`config.mk`:
```
export PLATFORM = sky130hd
export DESIGN_NAME = fan_control_unit
export DESIGN_NICKNAME = d
export VERILOG_FILES = /design/src/rtl/fan_ctrl_pkg.sv /design/src/rtl/fan_pwm.sv /design/src/rtl/fan_control_unit.sv
export SDC_FILE = /design/constraint.sdc
export NUM_CORES = 1
export LEC_CHECK = 0
export CAP_MARGIN = 10
export CORE_MARGIN = 2
export CORE_UTILIZATION = 40
export CTS_CLUSTER_DIAMETER = 50
export DETAILED_ROUTE_END_ITERATION = 8
export SLEW_MARGIN = 5
export SYNTH_ARGS = -nofsm -noshare
export SYNTH_HDL_FRONTEND = slang
export SYNTH_SLANG_ARGS = --single-unit
export TNS_END_PERCENT = 30
```
`constraint.sdc`:
```
create_clock -name clk -period 3.7 [get_ports clk]
set_input_delay 0.37 -clock clk [delete_from_list [all_inputs] [get_ports clk]]
set_output_delay 0.37 -clock clk [all_outputs]
set_load 0.02 [all_outputs]
```
`src/rtl/fan_ctrl_pkg.sv`:
```
// Shared types for the fan controller: FSM state encoding, PWM duty levels, small helpers.
// Latency: n/a (types and pure functions only).
// Backpressure: n/a.
package fan_ctrl_pkg;

  // Fan FSM states; the four fan levels keep their level number in bits [1:0].
  typedef enum logic [2:0] {
    ST_OFF   = 3'd0,
    ST_LOW   = 3'd1,
    ST_MID   = 3'd2,
    ST_HIGH  = 3'd3,
    ST_ALARM = 3'd4
  } fan_state_t;

  // PWM duty in 16ths of a period; 16 means the output never drops.
  localparam logic [4:0] DUTY_OFF  = 5'd0;
  localparam logic [4:0] DUTY_LOW  = 5'd6;
  localparam logic [4:0] DUTY_MID  = 5'd11;
  localparam logic [4:0] DUTY_FULL = 5'd16;

  // Duty applied for a given state; ALARM runs the fan flat out like HIGH.
  function automatic logic [4:0] duty_for(input fan_state_t s);
    logic [4:0] d;
    case (s)
      ST_OFF:  d = DUTY_OFF;
      ST_LOW:  d = DUTY_LOW;
      ST_MID:  d = DUTY_MID;
      default: d = DUTY_FULL;
    endcase
    return d;
  endfunction

  // Reported fan level; ALARM reports the top level.
  function automatic logic [1:0] level_of(input fan_state_t s);
    logic [1:0] l;
    if (s == ST_ALARM) begin
      l = 2'd3;
    end else begin
      l = s[1:0];
    end
    return l;
  endfunction

endpackage

```
`src/rtl/fan_pwm.sv`:
```
// PWM generator: free-running 4-bit phase counter compared against a 5-bit duty.
// Latency: output registered, a duty change shows on the edge after it is applied.
// Backpressure: none; runs every cycle.
module fan_pwm (
  input  logic       clk,
  input  logic       rstN,
  input  logic [4:0] duty,
  output logic       fanPwm
);

  logic [3:0] pwm_cnt_q, pwm_cnt_d;
  logic       pwm_q, pwm_d;

  // Next phase and next output level; 5-bit compare lets duty 16 stay high all period.
  always_comb begin
    pwm_cnt_d = pwm_cnt_q + 4'd1;
    pwm_d     = ({1'b0, pwm_cnt_q} < duty);
  end

  // Phase counter and registered output.
  always_ff @(posedge clk or negedge rstN) begin
    if (!rstN) begin
      pwm_cnt_q <= 4'd0;
      pwm_q     <= 1'b0;
    end else begin
      pwm_cnt_q <= pwm_cnt_d;
      pwm_q     <= pwm_d;
    end
  end

  assign fanPwm = pwm_q;

endmodule

```
`src/rtl/fan_control_unit.sv`:
```
// Fan controller: zone hysteresis, multi-sample confirmation, latched over-temp alarm, PWM drive.
// Latency: fanSpeed/alarm update on the edge capturing the deciding sample or ack; fanPwm one edge later.
// Backpressure: none; every qualified sample is consumed in the cycle it arrives.
module fan_control_unit
  import fan_ctrl_pkg::*;
#(
  parameter logic [7:0] T_LOW   = 8'd30,
  parameter logic [7:0] T_MID   = 8'd40,
  parameter logic [7:0] T_HIGH  = 8'd50,
  parameter logic [7:0] T_ALARM = 8'd70,
  parameter logic [7:0] HYST    = 8'd4,
  parameter int         CONFIRM = 3
) (
  input  logic       clk,
  input  logic       rstN,
  input  logic [7:0] temperature,
  input  logic       tempValid,
  input  logic       alarmAck,
  output logic [1:0] fanSpeed,
  output logic       fanPwm,
  output logic       alarm
);

  // Downward thresholds are fixed at elaboration; every threshold exceeds HYST.
  localparam logic [7:0] T_LOW_DN   = T_LOW   - HYST;
  localparam logic [7:0] T_MID_DN   = T_MID   - HYST;
  localparam logic [7:0] T_HIGH_DN  = T_HIGH  - HYST;
  localparam logic [7:0] T_ALARM_DN = T_ALARM - HYST;

  localparam int              CNT_W   = $clog2(CONFIRM + 1);
  localparam logic [CNT_W-1:0] CNT_TOP = CNT_W'(CONFIRM);

  fan_state_t       state_q, state_d;
  logic [CNT_W-1:0] cnt_q, cnt_d;
  logic [1:0]       prev_tgt_q, prev_tgt_d;
  logic [7:0]       last_q, last_d;
  logic [1:0]       fan_speed_q, fan_speed_d;
  logic             alarm_q, alarm_d;

  logic [1:0]       zone_up, zone_dn, lvl, tgt;
  logic [CNT_W-1:0] cnt_nxt;
  logic [7:0]       exit_temp;
  logic [4:0]       duty;

  // Zone counts for the current sample and the level it asks for from the present state.
  always_comb begin
    zone_up = {1'b0, (temperature >= T_LOW)}
            + {1'b0, (temperature >= T_MID)}
            + {1'b0, (temperature >= T_HIGH)};
    zone_dn = {1'b0, (temperature >= T_LOW_DN)}
            + {1'b0, (temperature >= T_MID_DN)}
            + {1'b0, (temperature >= T_HIGH_DN)};
    lvl = level_of(state_q);
    if (zone_up > lvl) begin
      tgt = zone_up;
    end else if (zone_dn < lvl) begin
      tgt = zone_dn;
    end else begin
      tgt = lvl;
    end
  end

  // Next-state logic: alarm entry/exit, confirmation run, registered output values.
  always_comb begin
    state_d    = state_q;
    cnt_d      = cnt_q;
    prev_tgt_d = prev_tgt_q;
    last_d     = last_q;
    cnt_nxt    = '0;

    if (tempValid) begin
      last_d = temperature;
    end
    // A sample arriving with the ack is the one the exit decision must see.
    exit_temp = tempValid ? temperature : last_q;

    if (state_q == ST_ALARM) begin
      if (alarmAck && (exit_temp < T_ALARM_DN)) begin
        state_d = ST_HIGH;
        cnt_d   = '0;
      end
    end else if (tempValid) begin
      if (temperature >= T_ALARM) begin
        state_d = ST_ALARM;
        cnt_d   = '0;
      end else begin
        prev_tgt_d = tgt;
        if (tgt == lvl) begin
          cnt_d = '0;
        end else begin
          // A changed target starts a fresh run that already counts this sample.
          if (tgt != prev_tgt_q) begin
            cnt_nxt = CNT_W'(1);
          end else begin
            cnt_nxt = cnt_q + CNT_W'(1);
          end
          if (cnt_nxt == CNT_TOP) begin
            state_d = fan_state_t'({1'b0, tgt});
            cnt_d   = '0;
          end else begin
            cnt_d = cnt_nxt;
          end
        end
      end
    end

    fan_speed_d = level_of(state_d);
    alarm_d     = (state_d == ST_ALARM);
  end

  // FSM state, confirmation bookkeeping and registered outputs.
  always_ff @(posedge clk or negedge rstN) begin
    if (!rstN) begin
      state_q     <= ST_OFF;
      cnt_q       <= '0;
      prev_tgt_q  <= 2'd0;
      last_q      <= 8'd0;
      fan_speed_q <= 2'd0;
      alarm_q     <= 1'b0;
    end else begin
      state_q     <= state_d;
      cnt_q       <= cnt_d;
      prev_tgt_q  <= prev_tgt_d;
      last_q      <= last_d;
      fan_speed_q <= fan_speed_d;
      alarm_q     <= alarm_d;
    end
  end

  assign duty     = duty_for(state_q);
  assign fanSpeed = fan_speed_q;
  assign alarm    = alarm_q;

  fan_pwm u_pwm (
    .clk    (clk),
    .rstN   (rstN),
    .duty   (duty),
    .fanPwm (fanPwm)
  );

endmodule

```
==> impl_results.md <==
* Design Area, Final at between 1500 and 2000 um^2
* CTS Buf Count at 3
* MaxCap Viol Count at 0
* CP bufs+invs at 2
* 1st-iter DRT viols at 27
* Htree depth at 1
* Distinct cells, synth at 45
* CORE AREA at approximately 3400 um^2
* Count leader, synth: dfrtp_1
* Slew Viols, Final at 0
* Area growth from synthesis to layout at 22.54%
* Setup violators final at 0
* Final Hold Viols at 0
* CP peak stage delay at 0.57 ns
* Clock sink total at 22
* Class of the worst hold path: reg2reg
* Crit path kind: in2reg
* Detail Route Antenna Nets at 0
* Via count at around 1.1k
* Worst hold slack at between 0.4 and 0.5 ns
* Clock skew at 0.005949 ns
* Setup TNS at 0 ns
* DRT Pass-1 Iters at 4
* Worst vdd ir at between 0.2 and 0.3 mV
* Largest net degree at the start of global routing at 23
* RSZ-0062 raised after global routing: false
* CTS clk-pin slew, worst paths at 0.12 ns
* Total gr overflow at 0
* Initial Util at about two fifths
* Clk_lat worst skew at between 0.3 and 0.4 ns
* Dpl hpwl at 2165 um
* Synth cell count leaders: dfrtp_1, nand2_1, o21ai_0
* RePlAce Congestion at between 0.7 and 0.8
* Mapped Cells at 136
* Nets at between 150 and 200
* Max Clock Freq at 290.3 MHz
* Crit-path slowest cell: fa_1
* Ys async rst share at between 90% and 100%
* Synth Register Bits at 22
* Crit-path cells: clkdlybuf4s50_1 > nor3_2 > o21ai_0 > fa_1 > inv_1 > ha_1 > nor2b_1 > o21a_1 > o21ai_0 > nand4_1 > a211oi_4 > nor3_2 > a311o_1
* Clk buf depth at 2
* Synth area leader: dfrtp_1
* Main synth FF type: dfrtp_1
* Final WL at between 2000 and 3000 um
* Drt wl/cell at 12.85 um
* Sequential fraction of the synthesis area at 39.04%
* CP top delay family: compound AO/OA/AOI/OAI gates
* Slew margin rel. at around a third
* Least-Margin Pin Slew at 0.9893 ns
* Die X-Extent at between 60 and 70 um
* Worst Path Arrival at 3.65 ns
* Root buf cell: clkbuf_4
* Final min period at 3.445 ns
* Critical Path RT at 3.90 ns
* Port bufs at 14
* Post-DP Area at between 1500 and 2000 um^2
* Fin util at between 50% and 60%
* CP Launch Type: primary input
* Number of synthesized flops with an enable pin at 0
* Tcrit/Tclk final at ~93%
* Syn Area/Cell at just over 10 um^2
* Row count at 21
* Power density cells at around 480 nW/um^2
* Status: finished clean
* CP max FO at 5
* Die H at between 60 and 70 um
* Die area at ~4000 um^2
* Vias in the first global route at between 1k and 1.5k
* Initial antenna violation count at 0
* Overall global routing resource usage at between 10 and 15%
* First-pass GRT wire length at approximately 4800 um
* Antenna Cells at 0
* Endpoint class of the critical path: flip-flop
* Leakage dissipation at ~0.7 nW
* Post-synth net total at about 160
* Share of layout cells above drive strength 1 at 23.64%
* Drt via density at 5.171
* Synth top area share at 39.04%
* Dominant cells by area after synthesis: dfrtp_1, ha_1, mux2_2
* Ports at 16
* DRC Markers at 0
* Yosys warning total at 0
* Post-Syn Area at between 1000 and 1500 um^2
* CTS tree: yes
## layout by cell type, fill, tap and decap left out, types with 3 or more instances in the layout
cell type        count
dfrtp_1             22
clkdlybuf4s50_1     14
nand2_1             13
buf_4               12
o21ai_0              9
mux2_2               8
inv_1                8
ha_1                 8
nor2_1               7
a21oi_1              6
nor3_1               5
nor2b_1              3
mux2i_1              3
nand2b_1             3
o21a_1               3
clkbuf_4             3
## path summary, 6_finish.rpt
path | from | end | slack (ns) | cells after the start
worst max-delay path | temperature[7] | state_q[0] | 0.25 | 13
worst min-delay path | u_pwm.pwm_cnt_q[0] | u_pwm.pwm_cnt_q[0] | 0.48 | 1
worst max register to register | state_q[2] | state_q[0] | 0.77 | 10
worst min register to register | u_pwm.pwm_cnt_q[0] | u_pwm.pwm_cnt_q[0] | 0.48 | 1
max in group asynchronous | rstN | last_q[2] | 2.51 | 1
min in group asynchronous | rstN | alarm | 0.59 | 1
## repair_timing
| item | CTS | global route |
|---|---|---|
| hold buffers | 0 | 0 |
| setup endpoints to repair | 0 | 3 |
| buffers inserted | 0 | 0 |
| gates resized for setup | 0 | 2 |
## area by class of cell
type | instances | area, um^2
fill | 331 | 1635
multi-input combinational | 105 | 823.3
sequential | 22 | 550.5
timing repair buffer | 26 | 230.2
tap | 46 | 57.56
clock buffer | 4 | 36.28
inverter | 8 | 30.03
## cell families after synthesis
kind of cell,Yosys count,synth area share [%]
simple gates,47,18.46
compound gates,32,17.04
flops,22,39.04
mux,12,10.12
fa+ha+maj,10,9.938
buf+inv,9,2.928
xor+xnor,4,2.485
## stage by stage
stage | setup slack, ns | instances | power (mW)
5_1_grt | 0.02024 | 211 | 0.8792
3_3_place_gp | -0.06068 | 207 | 0.6842
2_1_floorplan | 0.5079 | 136 | 0.5848
3_5_place_dp | -0.1395 | 207 | 0.6987
4_1_cts | 0.1845 | 211 | 0.8320
6_report | 0.2548 | 211 | 0.8241
## layer usage
layer,vias to the layer above,wire length (um),global-route usage [%]
met3,2,95,3.393
met5,-,0,0
li1,543,-,-
met1,530,1209,18.08
met2,16,1396,26.71
met4,0,10,2.717
## state kept, by name, indices dropped and copies added (netlist names)
| name | count |
|---|---|
| last_q | 7 |
| u_pwm.pwm_cnt_q | 4 |
| state_q | 3 |
| cnt_q | 2 |
| fanSpeed | 2 |
| prev_tgt_q | 2 |
| alarm | 1 |
| u_pwm.fanPwm | 1 |
## where the power goes
| group | switching (mW) | internal [mW] | total, mW | leakage (nW) |
|---|---|---|---|---|
| combinational | 0.196 | 0.192 | 0.388 | 0.431 |
| sequential | 0.0254 | 0.278 | 0.304 | 0.257 |
| clock | 0.0725 | 0.0600 | 0.133 | 0.0210 |
| total | 0.294 | 0.530 | 0.824 | 0.710 |
(Power assumes the default switching activity.)
==> edit (config.mk and constraints unchanged) <==
`T_HIGH`: 8'd50 -> 8'd25.
--- a/src/rtl/fan_control_unit.sv
+++ b/src/rtl/fan_control_unit.sv
@@ -6,7 +6,7 @@
 #(
   parameter logic [7:0] T_LOW   = 8'd30,
   parameter logic [7:0] T_MID   = 8'd40,
-  parameter logic [7:0] T_HIGH  = 8'd50,
+  parameter logic [7:0] T_HIGH  = 8'd25,
   parameter logic [7:0] T_ALARM = 8'd70,
   parameter logic [7:0] HYST    = 8'd4,
   parameter int         CONFIRM = 3
Function: changed (a bounded check fails within 4 cycles, from zero or initial values and one cycle with rstN low).
==> edit against the unedited design <==
Maximum frequency decreased by 4.1%; count of clock-buffer cells in the layout down 1; sequential share of layout area decreased by 2.4 points; critical path depth rose by 4; setup slack got worse by 0.15 ns; synthesized area fell by 2.0%; cell count is 5.7% higher; sequential cell count unchanged; routed wire length is 9.3% higher; via count grew 4.9%; final area grew 8.0%; non-clock buffer count rose by 8; total power rose by 27%; combinational power rose by 38%.
==> edit: results (changes against the unedited design) <==
* Outcome: finished, final reports clean
* Reg-to-reg critical path endpoint: fanSpeed[0]
* Average wire length per cell after detail routing at 13.3 µm (+3.4%)
* Count of distinct cell types in the synthesized netlist at 41 (-8.9%)
* Hold Path End: last_q[6]
* Internal reg-to-reg setup slack at 0.71 ns (-0.06 ns)
* Syn_nets at 162 (+2.5%)
* Post-synthesis compound-gate area fraction at 0.181 (+0.0106)
* Wire length after detailed routing at 2960 µm (+9.3%)
* Post-Syn Instances at 140 (+2.9%)
* Worst stage delay on the critical path at 0.43 ns (-0.14 ns)
* Number of instances on the worst hold path at 3 (+2)
* Depth of the worst register-to-register path at 11 (+1)
* Number of fill cells at 314 (-5.1%)
* IO buf count at 15 (+1)
* NumNets Final at 200 (+6.4%)
* Share of synthesized area spent on multiplexers at 0.0570 (-0.0441)
* Type of the tightest min-delay check: in -> reg
* Number of DRC violations after detailed-routing iteration 0 at 29 (+7.4%)
* Vias/cell at 5.13 (-0.70%)
* Final RePlAce weighted congestion at 0.793 (about the same)
* Synth area leaders: sky130_fd_sc_hd__dfrtp_1, sky130_fd_sc_hd__ha_1, sky130_fd_sc_hd__mux2_2
* Part of the Yosys area used for sequential elements at 0.398 (+0.00777)
* Worst setup timing slack at the placement stage at -0.474 ns (-0.334 ns)
* Cell types with the highest counts after synthesis: sky130_fd_sc_hd__dfrtp_1, sky130_fd_sc_hd__nand2_1, sky130_fd_sc_hd__nor2_1, sky130_fd_sc_hd__o21ai_0, sky130_fd_sc_hd__ha_1
* Cell area after placement at 1680 µm² (-0.59%)
* First-pass GRT wire length at 5290 µm (+11%)
[edit: changes by cell type in the layout (fill, tap and decap cells not counted), moves of 3 or more]
cell | before | now
sky130_fd_sc_hd__dlymetal6s2s_1 | 0 | 3
sky130_fd_sc_hd__mux2i_1 | 3 | 0
sky130_fd_sc_hd__o211ai_1 | 1 | 4
sky130_fd_sc_hd__buf_4 | 12 | 19
sky130_fd_sc_hd__nor3_1 | 5 | 2
sky130_fd_sc_hd__nand3_1 | 1 | 5
[edit: logic make-up after synthesis]
family | Yosys count
xor gates and xnor gates | 5
AOI/OAI and AO/OA | 34
muxes | 7
buffers and inverters | 7
DFF | 22
and+or+nand+nor | 55
adders and majority gates | 10
[edit: what timing repair did]
item,CTS,global route
endpoints found under the setup margin,5,6
buffers inserted,4,3
resized for setup,4,11
pin swaps,4,11
[edit: how the worst max path moves through the flow]
stage	start	endpoint	slack, ns	depth (start not counted)
global placement	temperature[6]	fanSpeed[0]	-0.31	15
CTS	temperature[7]	fanSpeed[0]	0.009	15
finish	temperature[1]	fanSpeed[0]	0.11	17
global route	temperature[1]	fanSpeed[0]	-0.02	17
detailed placement	temperature[7]	fanSpeed[0]	-0.47	15
floorplan	temperature[6]	fanSpeed[0]	0.17	13
[edit: per-layer routing]
metal / vias to the layer above / global-route usage / wire length (µm)
li1: 573 / - / -
met1: 552 / 0.215 / 1360
met2: 15 / 0.282 / 1470
met3: 5 / 0.0306 / 84
met4: 0 / 0.0667 / 51
met5: - / 0 / 0
[edit: power by group]
group	leakage, nW	switching (mW)	total (mW)	internal [mW]
Combinational	0.532	0.261	0.534	0.273
Clock	0.0279	0.0744	0.184	0.110
Sequential	0.262	0.0392	0.325	0.286
[edit: cell type report]
class,instances,area share
Sequential cell,22,0.295
Clock buffer,3,0.0121
Clock inverter,1,0.0161
Multi-Input combinational cell,111,0.473
Timing Repair Buffer,34,0.161
Tap cell,46,0.0308
Inverter,6,0.0121
[edit: tightest hold or removal path, stage by stage]
cell and delay (ns):
sky130_fd_sc_hd__dlymetal6s2s_1 0.12, sky130_fd_sc_hd__buf_4 0.13, sky130_fd_sc_hd__mux2_2 0.15
